### src/rtl/ap_pass_sequencer.sv
// Bit-serial compare/write pass sequencer for the associative processor CAM/tag array.
// Optional performance counters are enabled with `define AP_SEQ_PERF_EN.
module ap_pass_sequencer #(
  parameter int DATA_WIDTH = 16,
  parameter int TAG_LAT    = 1
) (
  input  logic                          clk,
  input  logic                          rst,
  input  logic                          cmd_valid,
  output logic                          cmd_ready,
  input  logic [1:0]                    cmd_op,
  input  logic [$clog2(DATA_WIDTH):0]   cmd_width,
  output logic [$clog2(DATA_WIDTH)-1:0] bit_idx,
  output logic                          cmp_en,
  output logic [2:0]                    key,
  output logic [2:0]                    key_mask,
  output logic                          wr_en,
  output logic [1:0]                    wr_val,
  output logic [1:0]                    wr_mask,
  output logic                          busy,
  output logic                          done,
  output logic                          err
`ifdef AP_SEQ_PERF_EN
  ,
  output logic [31:0]                   perf_cycles,
  output logic [15:0]                   perf_cmds
`endif
);

  localparam int IW = $clog2(DATA_WIDTH);
  localparam int WW = IW + 1;
  localparam logic [WW-1:0] MAX_W     = WW'(DATA_WIDTH);
  localparam logic [1:0]    WAIT_LAST = 2'((TAG_LAT >= 2) ? (TAG_LAT - 2) : 0);

  typedef enum logic [2:0] {IDLE, CMP, WAIT, WR, DONE} state_t;
  typedef enum logic [1:0] {OP_ADD = 2'b00, OP_COPY = 2'b01, OP_AND = 2'b10, OP_RSVD = 2'b11} op_t;

  state_t         state, state_d;
  op_t            op_q, op_d;
  logic [WW-1:0]  width_q, width_d;
  logic [IW-1:0]  bit_q, bit_d;
  logic [1:0]     pass_q, pass_d;
  logic [1:0]     wait_q, wait_d;
  logic           pre_q, pre_d;
  logic           err_q, err_d;

  logic [1:0]     pass_max;
  logic           last_pass;
  logic           last_bit;
  logic           cmd_bad;

  always_ff @(posedge clk or negedge rst) begin
    if (!rst) begin
      state   <= IDLE;
      op_q    <= OP_ADD;
      width_q <= '0;
      bit_q   <= '0;
      pass_q  <= '0;
      wait_q  <= '0;
      pre_q   <= 1'b0;
      err_q   <= 1'b0;
    end else begin
      state   <= state_d;
      op_q    <= op_d;
      width_q <= width_d;
      bit_q   <= bit_d;
      pass_q  <= pass_d;
      wait_q  <= wait_d;
      pre_q   <= pre_d;
      err_q   <= err_d;
    end
  end

  always_comb begin
    state_d = state;
    op_d    = op_q;
    width_d = width_q;
    bit_d   = bit_q;
    pass_d  = pass_q;
    wait_d  = wait_q;
    pre_d   = pre_q;
    err_d   = err_q;

    case (op_q)
      OP_ADD:  pass_max = 2'd3;
      OP_COPY: pass_max = 2'd1;
      default: pass_max = 2'd0;
    endcase
    last_pass = (pass_q == pass_max);
    last_bit  = ({1'b0, bit_q} == (width_q - 1'b1));
    cmd_bad   = (cmd_op == OP_RSVD) || (cmd_width == '0) || (cmd_width > MAX_W);

    case (state)
      IDLE: begin
        if (cmd_valid) begin
          op_d    = op_t'(cmd_op);
          width_d = cmd_width;
          bit_d   = '0;
          pass_d  = '0;
          wait_d  = '0;
          err_d   = cmd_bad;
          pre_d   = !cmd_bad && (cmd_op == OP_ADD);
          state_d = cmd_bad ? DONE : CMP;
        end
      end
      CMP: begin
        wait_d  = '0;
        state_d = (TAG_LAT == 1) ? WR : WAIT;
      end
      WAIT: begin
        if (wait_q == WAIT_LAST) state_d = WR;
        else                     wait_d  = wait_q + 2'd1;
      end
      WR: begin
        // The ADD carry-clear preamble is an extra pass in bit 0 and does not advance the pass index.
        if (pre_q) begin
          pre_d   = 1'b0;
          state_d = CMP;
        end else if (!last_pass) begin
          pass_d  = pass_q + 2'd1;
          state_d = CMP;
        end else begin
          pass_d = '0;
          if (last_bit) begin
            bit_d   = '0;
            state_d = DONE;
          end else begin
            bit_d   = bit_q + 1'b1;
            state_d = CMP;
          end
        end
      end
      DONE:    state_d = IDLE;
      default: state_d = IDLE;
    endcase
  end

  always_comb begin
    cmd_ready = (state == IDLE);
    busy      = (state != IDLE);
    cmp_en    = (state == CMP);
    wr_en     = (state == WR);
    done      = (state == DONE);
    err       = (state == DONE) && err_q;
    bit_idx   = bit_q;
    key       = '0;
    key_mask  = '0;
    wr_val    = '0;
    wr_mask   = '0;

    if (state == CMP || state == WAIT || state == WR) begin
      if (pre_q) begin
        wr_mask = 2'b10;
      end else begin
        case (op_q)
          OP_ADD: begin
            key_mask = '1;
            wr_mask  = '1;
            case (pass_q)
              2'd0:    begin key = 3'b011; wr_val = 2'b10; end
              2'd1:    begin key = 3'b001; wr_val = 2'b01; end
              2'd2:    begin key = 3'b100; wr_val = 2'b01; end
              default: begin key = 3'b110; wr_val = 2'b10; end
            endcase
          end
          OP_COPY: begin
            key_mask = 3'b011;
            wr_mask  = 2'b01;
            if (pass_q == 2'd0) begin key = 3'b001; wr_val = 2'b01; end
            else                begin key = 3'b010; wr_val = 2'b00; end
          end
          OP_AND: begin
            key_mask = 3'b011;
            wr_mask  = 2'b01;
            key      = 3'b010;
            wr_val   = 2'b00;
          end
          default: ;
        endcase
      end
    end
  end

`ifdef AP_SEQ_PERF_EN
  always_ff @(posedge clk or negedge rst) begin
    if (!rst) begin
      perf_cycles <= '0;
      perf_cmds   <= '0;
    end else begin
      if (busy && (perf_cycles != '1)) perf_cycles <= perf_cycles + 32'd1;
      if (done && !err_q)              perf_cmds   <= perf_cmds + 16'd1;
    end
  end
`endif

endmodule

### config.mk
export PLATFORM = sky130hd
export DESIGN_NAME = ap_pass_sequencer
export DESIGN_NICKNAME = d
export VERILOG_FILES = /design/src/rtl/ap_pass_sequencer.sv
export SDC_FILE = /design/constraint.sdc
export NUM_CORES = 1
export LEC_CHECK = 0
export BUFFER_PORTS_ARGS = -buffer_cell sky130_fd_sc_hd__buf_4
export CORE_AREA = 2 2 48 58
export CTS_CLUSTER_DIAMETER = 30
export DETAILED_ROUTE_END_ITERATION = 6
export DIE_AREA = 0 0 50 60
export GPL_TIMING_DRIVEN = 0
export HOLD_SLACK_MARGIN = 0.02
export PLACE_DENSITY = 0.8
export SYNTH_ARGS = -nofsm -noshare
export SYNTH_HDL_FRONTEND = slang
export SYNTH_SLANG_ARGS = --single-unit
export TNS_END_PERCENT = 5
### constraint.sdc
create_clock -name clk -period 4.25 [get_ports clk]
set_clock_uncertainty 0.05 [all_clocks]
set_input_delay 0.2125 -clock clk [delete_from_list [all_inputs] [get_ports clk]]
set_output_delay 0.2125 -clock clk [all_outputs]
set_load 0.02 [all_outputs]
==> metrics.txt, run 1 <==
mapped cell area=1330 sq um; Total Power=1.42 mW; WP data required=3.99 ns; simple-gate area share of the yosys netlist=24.7%; FF/Latch Area=500 sq um; crit-path cells=buf_2 > nor2_2 > or3_1 > clkbuf_1 > a2111oi_0 > buf_4; All-Layer GR Usage=21.3%; cell chosen for the clock root=clkbuf_4; grt total ovfl=0; fin area=1660 sq um; via count=1175; RSZ-0062 raised after global routing=no; Net Sw Frac=45.6%; CTS Buf Count=3; TNS Setup=0 ns; Top Ports=30; Mapped Cells=147; row count=20; Max Buffers Root-to-Sink=2; crit path kind=reg2out; max_slew headroom=73.5%; Die Height=60 microns; final setup vio count=0; Post-synth EDFFs=0; TritonCTS clock tree=built; CP Buf/Inv Count=3; number of global-route vias before repair=1127; DRT iter0 DRCs=23; PortBufs=29; Via-to-Cell Ratio=5.49; core box area=2480 sq um; Async S/R FF share, synth=100%; Hold WC Path Type=in2reg; initial antenna violation count=0; dpl cells=209; sequential share of the synthesized area=37.5%; antenna diode count=0; post-synthesis adder-cell area fraction=6.57%; Critical Path End Type=output port; share of layout cells above drive strength 1=28.2%; post-detail-place hpwl=2.25 mm; ANT nets after route=0; Synthesized Nets=164; multi-input logic area=739 sq um; Clk Latency, worst-skew pair=0.31 ns; post_cts resized=0; CP peak stage delay=0.41 ns; Top FF cell, synth=dfrtp_1; CTS clk-pin slew, worst paths=0.12 ns; post-synthesis xor/xnor area fraction=4.60%; syn avg cell area=9.07 sq um; yosys synthesis warning count=0; Initial Util=53.8%; Critical Path Stages=6; Int Pwr=0.774 mW; # clock sinks=20; cell family with most CP delay=buffers and inverters; #FFs+latches synth=20; drc violations=0; drt wl/cell=13.4 microns; arrival time worst endpoint=2.05 ns; reg2reg path depth=7; largest area contributor in the netlist=dfrtp_1; Fill cells=222; slew at the pin closest to its max-slew limit=0.387 ns; combinational power share=65.0%; largest net degree at the start of global routing=21; distinct cell type count after synthesis=44; post-synthesis compound-gate area fraction=16.3%; leakage=0.770 nW; die width=50 microns; most frequent cell after synthesis=dfrtp_1; Worst Hold Depth=3; main combinational cell family by area after synthesis=simple AND/OR/NAND/NOR gates; final worst path period share=54.3%; proportion of power drawn by the clock network=11.0%; Min Clock Period, post-route=2.31 ns; Pre-antenna DRT Iters=4; P&R area growth vs syn=24.1%; P_sw=0.650 mW; max-slew violation count=0; nature of the critical path startpoint=flop; top area cells in the synthesized netlist=dfrtp_1, ha_1, xnor2_1; status=finished, final reports clean; Commonest cells post-synth=dfrtp_1, nand2_1, inv_1, nor2_1; final wirelength=2.86 mm; area of placed instances=1590 sq um; worst vdd ir=0.000533 V; GP Congestion=0.834; H-Tree Depth=1; first-pass GRT wire length=4.88 mm; Seq pwr share=23.9%; PwrDens=860 nW/um^2; # nets final=199; fraction of synthesized area in multiplexers=3.28%; critical path's slowest cell=a2111oi_0; post-synth top area share=37.5%; CP Max Fanout=8; Non-Filler Instances=214; Hold Vio Cnt, Final=0; total die area=3000 sq um; number of max-cap violations=0; fmax=433 MHz
-- flip-flops by register name, indices dropped and copies added, names as in the netlist --
register  count
err_q         1
op_q          2
pre_q         1
bit_idx       4
state         3
pass_q        2
width_q       5
wait_q        2
-- power by group through the flow --
stage,registers (mW),logic [mW],clock network (mW)
after floorplan,0.337,0.643,0
after global placement,0.337,0.900,0
after detailed placement,0.344,0.929,0
after CTS,0.339,0.934,0.161
after global routing,0.353,1.03,0.168
final,0.340,0.926,0.157
-- cell type report --
type | count | area share [%]
plain buffers | 10 | 3.40
clock buffers | 3 | 1.36
clock inverters | 1 | 1.81
inverters | 10 | 2.27
multi-input cells | 107 | 44.7
flip-flops and latches | 20 | 30.2
well taps | 33 | 2.49
repair buffers | 30 | 13.8
-- cells in the final DEF, fill, tap and decap left out, types with 2 or more instances in the layout --
cell type and n:
buf_4 32, dfrtp_1 20, nand2_1 11, inv_1 10, nor2_1 10, nor3_1 8, a21oi_1 8, o21ai_0 7
ha_1 7, buf_2 6, nand3_1 5, xnor2_1 5, nand3b_1 3, nor2b_1 3, mux2_2 3, clkbuf_4 3
or3_1 2, and2_1 2, and3_1 2, nor4_1 2, nand2b_1 2, nand4bb_1 2, xor2_1 2, a32o_1 2
a22o_1 2
-- cells by family after synthesis --
kind of cell | count (synthesis)
AOI/OAI and AO/OA | 30
xor gates and xnor gates | 7
adders and majority gates | 7
buffers and inverters | 20
DFF | 20
muxes | 4
and+or+nand+nor | 59
-- stage by stage --
step	hold WS [ns]	util, %	worst slack, ns
after floorplan	-0.133	-	1.87
after global placement	0.0540	64.3	2.31
after detailed placement	0.0551	64.3	2.22
after CTS	0.0522	66.8	1.95
after global routing	0.0601	66.8	1.77
final	0.0621	66.8	1.94
-- repair_timing --
action / CTS / global route
hold buffers: 1 / 0
setup buffers: 0 / 0
endpoints found under the hold margin: 20 / 0
-- tightest hold or removal path, cell delays in order --
cell     delay [ns]
buf_4          0.09
nand2_1        0.04
o21ai_0        0.06
-- path summary, 6_finish.rpt --
kind / startpoint / end / slack [ns]
min in group asynchronous: rst / bit_idx[2]$_DFFE_PN0P_ / 0.26
setup reg to reg: width_q[0]$_DFFE_PN0P_ / state[0]$_DFFE_PN0P_ / 2.17
hold / removal: cmd_width[0] / width_q[0]$_DFFE_PN0P_ / 0.06
setup / recovery: state[0]$_DFFE_PN0P_ / key[0] / 1.94
hold reg to reg: wait_q[0]$_DFFE_PN0P_ / wait_q[0]$_DFFE_PN0P_ / 0.50
max in group asynchronous: rst / pass_q[0]$_DFFE_PN0P_ / 3.67
-- metal layers --
metal	track usage, %	routed length [microns]	vias up
li1	-	-	585
met1	25.8	1260	548
met2	36.3	1440	34
met3	3.75	106	8
met4	10.7	55	0
met5	0	0	-
(Power assumes the default switching activity.)
==> run 2, diff against run 1 <==
Settings changed: ABC_AREA from default to 1, CORE_AREA 2 2 48 58 to 2 2 50 61, DIE_AREA 0 0 50 60 to 0 0 52 63, PLACE_DENSITY 0.8 to 0.75.
Clock period 4.25 ns to 2.3 ns, I/O delays scaled along.
==> run 2 against run 1 <==
Net effect:
- critical path depth rose by 2
- first-iteration DRC count decreased by 26%
- global-route usage is 1.1 points lower
- power increased by 77%
- highest routed layer unchanged
- sequential power rose by 74%
- worst setup slack lost 1.5 ns
- utilization fell by 2.1 points
- clock power rose by 35%
- critical path type unchanged
- non-clock buffer count is 1 lower
==> metrics.txt, run 2 <==
Die Height=63 microns (+5.0%); via count=1321 (+12%); dpl cells=259 (+24%); yosys synthesis warning count=0 (unchanged); ANT nets after route=0 (unchanged); Seq pwr share=23.5% (-0.4 points); drc violations=0 (unchanged); sequential share of the synthesized area=36.1% (-1.4 points); P_sw=1.28 mW (+97%); Clk Latency, worst-skew pair=0.31 ns (about the same); Fill cells=263 (+18%); leakage=0.915 nW (+19%); WP data required=2.13 ns (-1.86 ns); nature of the critical path startpoint=flop; antenna diode count=0 (unchanged); P&R area growth vs syn=26.5%; CP Max Fanout=4 (-4); Top Ports=30 (unchanged); distinct cell type count after synthesis=24 (-45%); final setup vio count=0 (unchanged); worst vdd ir=0.000773 V (+45%); slew at the pin closest to its max-slew limit=0.396 ns (+0.00872 ns); most frequent cells in the layout=nand2_1, inv_1, buf_4; Synthesized Nets=213 (+30%); status=finished, final reports clean; #FFs+latches synth=20 (unchanged); TritonCTS clock tree=built; critical path's slowest cell=dfrtp_1; CTS Buf Count=3 (unchanged); max FFs per register=5 (unchanged); CP peak stage delay=0.41 ns (about the same); first-pass GRT wire length=5.05 mm (+3.5%); final worst path period share=81.8%; largest area contributor in the netlist=dfrtp_1; Hold Vio Cnt, Final=0 (unchanged); All-Layer GR Usage=20.2% (-1.1 points); Critical Path End Type=output port; crit path kind=reg2out; CTS clk-pin slew, worst paths=0.11 ns (about the same); top area cells in the synthesized netlist=dfrtp_1, nand2_1, inv_1; number of global-route vias before repair=1241 (+10%); CP Buf/Inv Count=3 (unchanged); Post-synth EDFFs=0 (unchanged); Hold WC Path Type=in2reg; Min Clock Period, post-route=1.88 ns; share of layout cells above drive strength 1=21.2% (-7.0 points); Pre-antenna DRT Iters=4 (unchanged); GP Congestion=0.823 (-1.3%); max-slew violation count=0 (unchanged); TNS Setup=0 ns (unchanged); syn avg cell area=7.07 sq um (-22%); Via-to-Cell Ratio=4.89 (-11%); Top reg by flops=width_q; crit-path cells=nor2_1 > nor2_1 > inv_1 > nor2_1 > inv_1 > a21oi_1 > and3_1 > buf_4; PortBufs=29 (unchanged); initial antenna violation count=0 (unchanged); Initial Util=51.2% (-2.7 points); Commonest cells post-synth=nand2_1, inv_1, dfrtp_1, nor2_1, o21ai_0; post-synth top area share=36.1% (-1.4 points); Top FF cell, synth=dfrtp_1; cell family with most CP delay=simple AND/OR/NAND/NOR gates; H-Tree Depth=1 (unchanged); # clock sinks=20 (unchanged); combinational power share=68.2% (+3.2 points); max_slew headroom=73.5% (about the same); Max Buffers Root-to-Sink=2 (unchanged); fmax=531 MHz; Mapped Cells=196 (+33%); final hold slack=0.0677 ns (+0.00560 ns); proportion of power drawn by the clock network=8.4% (-2.6 points); row count=21 (+5.0%); largest net degree at the start of global routing=21 (unchanged); arrival time worst endpoint=1.72 ns (-0.33 ns); mapped cell area=1390 sq um (+3.8%); total die area=3280 sq um (+9.2%); Crit path top cell by count=nor2_1; grt total ovfl=0 (unchanged); post-detail-place hpwl=2.18 mm (-3.2%); PwrDens=1440 nW/um^2 (+68%); core box area=2710 sq um (+9.2%); number of max-cap violations=0 (unchanged); most frequent cell after synthesis=nand2_1; Int Pwr=1.25 mW (+61%); cell chosen for the clock root=clkbuf_4; Async S/R FF share, synth=100% (unchanged); DRT iter0 DRCs=17 (-26%); commonest non-fill, non-tap cell in the layout=nand2_1; drt wl/cell=10.7 microns (-20%); Non-Filler Instances=270 (+26%); Net Sw Frac=50.7% (+5.1 points); die width=52 microns (+4.0%); RSZ-0062 raised after global routing=no; final wirelength=2.90 mm (+1.2%); # nets final=254 (+28%)
run 2: cell count changes in the layout (fill, tap and decap cells not counted), sizes merged, moves of 5 or more:
cell         previous run  this run
nand3                   5        17
xnor2                   5         0
buf                    38        32
nand4                   0         5
nand2                  11        49
nor3                    9         2
nor2                   11        22
o21ai                   7        18
dlygate4sd3             1         7
inv                    10        39
run 2: power groups by stage:
| stage | clock, mW | sequential (mW) | combinational (mW) |
|---|---|---|---|
| 2_1_floorplan | 0 | 0.597 | 1.21 |
| 3_3_place_gp | 0 | 0.600 | 1.70 |
| 3_5_place_dp | 0 | 0.601 | 1.72 |
| 4_1_cts | 0.215 | 0.594 | 1.73 |
| 5_1_grt | 0.228 | 0.610 | 1.93 |
| 6_report | 0.212 | 0.593 | 1.72 |
run 2: repair_timing:
item	in CTS	in global routing
hold endpoints to repair	26	0
gates resized for setup	0	0
setup buffers	0	0
hold buffers	7	0
run 2: path summary, 6_finish.rpt:
check / from / to / slack (ns) / cells after the start
hold / removal: cmd_op[0] / pre_q$_DFFE_PN0P_ / 0.07 / 4
max in group asynchronous: rst / pass_q[0]$_DFFE_PN0P_ / 1.83 / 2
min in group asynchronous: rst / width_q[2]$_DFFE_PN0P_ / 0.15 / 2
setup / recovery: state[0]$_DFFE_PN0P_ / key[1] / 0.42 / 8
hold reg to reg: wait_q[1]$_DFFE_PN0P_ / wait_q[1]$_DFFE_PN0P_ / 0.51 / 2
setup reg to reg: width_q[0]$_DFFE_PN0P_ / bit_idx[1]$_DFFE_PN0P_ / 0.61 / 11
run 2: layer usage:
| metal | vias up | global-route usage [%] | part of all wire, % |
|---|---|---|---|
| met2 | 23 | 34.7 | 48 |
| met4 | 0 | 8.88 | 1.9 |
| met1 | 590 | 24.3 | 47 |
| li1 | 703 | - | - |
| met5 | - | 0 | 0 |
| met3 | 5 | 2.63 | 3.2 |
run 2: area by class of cell:
class	count	area [sq um]	area share, %
Sequential cell	20	500	28.6
Buffer	3	26.3	1.50
Timing Repair Buffer	36	288	16.4
Tap cell	34	42.5	2.43
Clock buffer	4	36.3	2.07
Multi-Input combinational cell	134	709	40.5
Inverter	39	149	8.50
run 2: worst register-to-register path: cells and delay by family, from the launching register on:
family / cells / cell delay (ns)
buffers and inverters: 2 / 0.14
AND/OR/NAND/NOR: 7 / 0.60
AO/OA/AOI/OAI: 1 / 0.08
flip-flops: 1 / 0.39
adder cells (fa/ha/maj): 1 / 0.31
run 2: cells by family (layout without fill, tap and decap cells):
family                     Yosys count  count (layout)  synth area share, %
and+or+nand+nor                     96              96                 32.7
buffers and inverters               42              82                 12.6
AOI/OAI and AO/OA                   30              30                 11.6
DFF                                 20              20                 36.1
adders and majority gates            7               7                 6.32
xor gates and xnor gates             1               1                0.632
run 2: stage by stage:
| step | util [%] | cell area [sq um] | total power, mW | setup WS [ns] |
|---|---|---|---|---|
| 6_report | 64.7 | 1750 | 2.53 | 0.418 |
| 3_5_place_dp | 60.8 | 1650 | 2.32 | 0.639 |
| 2_1_floorplan | - | 1390 | 1.80 | 0.615 |
| 4_1_cts | 64.7 | 1750 | 2.54 | 0.406 |
| 3_3_place_gp | 60.8 | 1650 | 2.30 | 0.644 |
| 5_1_grt | 64.7 | 1750 | 2.77 | 0.163 |
==> run 3, diff against run 2 <==
Clock period 2.3 ns to 1.8 ns, I/O delays scaled along.
==> run 3 against run 2 <==
Net effect:
- sequential share of layout area down 1.3 points
- first-iteration DRC count is 35% higher
- routed wire length increased by 5.3%
- utilization increased by 3.1 points
- clock power is 27% higher
- flip-flop and latch count is the same
- sequential power grew 32%
- critical endpoint unchanged
- largest cell class unchanged
==> metrics.txt, run 3 (synthesis results as in run 2) <==
commonest non-fill, non-tap cell in the layout=nand2_1; M1 GR Usage=24.3% (unchanged); Min Clock Period, post-route=1.74 ns; Pre-antenna DRT Iters=5 (+1); number of max-cap violations=0 (unchanged); post-detail-place hpwl=2.18 mm (unchanged); final setup vio count=0 (unchanged); share of layout cells above drive strength 1=26.9% (+5.7 points); Initial Util=51.2% (unchanged); row count=21 (unchanged); first-pass GRT wire length=5.05 mm (unchanged); Top Ports=30 (unchanged); flop-to-flop setup slack=0.11 ns (-0.50 ns); Util after Layout=67.9% (+3.1 points); DRT iter0 DRCs=23 (+6); All-Layer GR Usage=20.2% (unchanged); met2 Use GR=34.7% (unchanged); max FFs per register=5 (unchanged); CTS Buf Count=3 (unchanged); cell chosen for the clock root=clkbuf_4; ANT nets after route=0 (unchanged); Seq pwr share=22.3% (-1.2 points); fmax=574 MHz; leakage=0.948 nW (+3.6%); die width=52 microns (unchanged); TritonCTS clock tree=built; Total Power=3.50 mW (+38%); GR peak layer=met2; combinational power share=70.0% (+1.8 points); grt total ovfl=0 (unchanged); H-Tree Depth=1 (unchanged); via count=1364 (+3.3%); CTS clk-pin slew, worst paths=0.11 ns (about the same); nature of the critical path startpoint=flop; Critical Path End Type=output port; Hold Vio Cnt, Final=0 (unchanged); max-slew violation count=0 (unchanged); drc violations=0 (unchanged); dpl cells=259 (unchanged); final wirelength=3.05 mm (+5.3%); worst vdd ir=0.00110 V (+43%); PwrDens=1900 nW/um^2 (+32%); Max Buffers Root-to-Sink=2 (unchanged); P&R area growth vs syn=32.6%; Hold WC Path Type=in2reg; Clk Latency, worst-skew pair=0.31 ns (about the same); Via-to-Cell Ratio=4.94 (+1.0%); # clock sinks=20 (unchanged); arrival time worst endpoint=1.60 ns (-0.12 ns); GP Congestion=0.823 (unchanged); final worst path period share=96.8%; core box area=2710 sq um (unchanged); Net Sw Frac=50.0% (-0.70 points); GRT met3 Usage=2.63% (unchanged); final hold slack=0.0430 ns (-0.0247 ns); status=finished, final reports clean; RSZ-0062 raised after global routing=yes; WP data required=1.66 ns (-0.47 ns); CP Max Fanout=4 (unchanged); # nets final=260 (+2.4%); antenna diode count=0 (unchanged); proportion of power drawn by the clock network=7.7% (-0.7 points); most frequent cells in the layout=nand2_1, buf_4, inv_1; Top reg by flops=width_q; initial antenna violation count=0 (unchanged); Int Pwr=1.75 mW (+40%); Die Height=63 microns (unchanged); TNS Setup=0 ns (unchanged); slew at the pin closest to its max-slew limit=0.396 ns (-0.0000534 ns); drt wl/cell=11.0 microns (+3.0%); largest net degree at the start of global routing=21 (unchanged); P_sw=1.75 mW (+37%); number of global-route vias before repair=1241 (unchanged); max_slew headroom=73.5% (about the same); PortBufs=29 (unchanged); total die area=3280 sq um (unchanged); crit path kind=reg2out; Non-Filler Instances=276 (+2.2%)
run 3: cell types whose count changed in the layout (fill, tap and decap cells not counted), moves of 2 or more:
cell | before | now
buf_4 | 31 | 36
inv_1 | 33 | 31
inv_2 | 5 | 7
nor2_1 | 19 | 14
nor2_2 | 1 | 4
nor2_4 | 2 | 4
run 3: final cells by class:
type / count / area, sq um
timing repair buffer: 42 / 337
multi-input combinational: 134 / 746
buffer: 3 / 26.3
sequential: 20 / 500
fill: 256 / 870
inverter: 39 / 149
clock buffer: 4 / 36.3
tap: 34 / 42.5
run 3: layer usage:
| layer | up-vias | part of all wire (%) |
|---|---|---|
| met3 | 5 | 3.1 |
| met5 | - | 0 |
| li1 | 714 | - |
| met2 | 25 | 51 |
| met4 | 0 | 1.8 |
| met1 | 620 | 44 |
run 3: power groups by stage:
stage                     Sequential [mW]  Clock (mW)  Combinational [mW]
after floorplan                     0.763           0                1.54
after global placement              0.767           0                2.18
after detailed placement            0.768           0                2.20
after CTS                           0.762       0.275                2.22
after global routing                0.799       0.290                2.73
final                               0.780       0.269                2.45
run 3: final timing paths:
path                            cells after the start             startpoint                     end
worst max-delay path                                8   state[1]$_DFFE_PN0P_                  key[1]
worst min-delay path                                4              cmd_op[0]       pre_q$_DFFE_PN0P_
worst max register to register                      8    op_q[0]$_DFFE_PN0P_    state[0]$_DFFE_PN0P_
worst min register to register                      2  wait_q[1]$_DFFE_PN0P_   wait_q[1]$_DFFE_PN0P_
max in group asynchronous                           2                    rst    state[2]$_DFFE_PN0P_
min in group asynchronous                           2                    rst  width_q[2]$_DFFE_PN0P_
run 3: critical path, stage by stage, from the launching register on:
cell	delay, ns
dfrtp_1	0.43
nor2_4	0.07
nor2_2	0.12
inv_2	0.06
nor2_4	0.10
inv_2	0.07
a21oi_4	0.14
and3_1	0.19
buf_6	0.12
run 3: timing repair:
item	4_1_cts	5_1_grt
setup endpoints to repair	3	13
hold endpoints to repair	26	0
pin swaps	0	3
hold buffers	7	0
resized for setup	1	12
setup buffers	0	6
run 3: stage by stage:
step / area (sq um) / setup slack, ns
final: 1840 / 0.0568
after CTS: 1760 / 0.0112
after floorplan: 1390 / 0.140
after global routing: 1840 / -0.0544
after detailed placement: 1650 / 0.139
after global placement: 1650 / 0.144
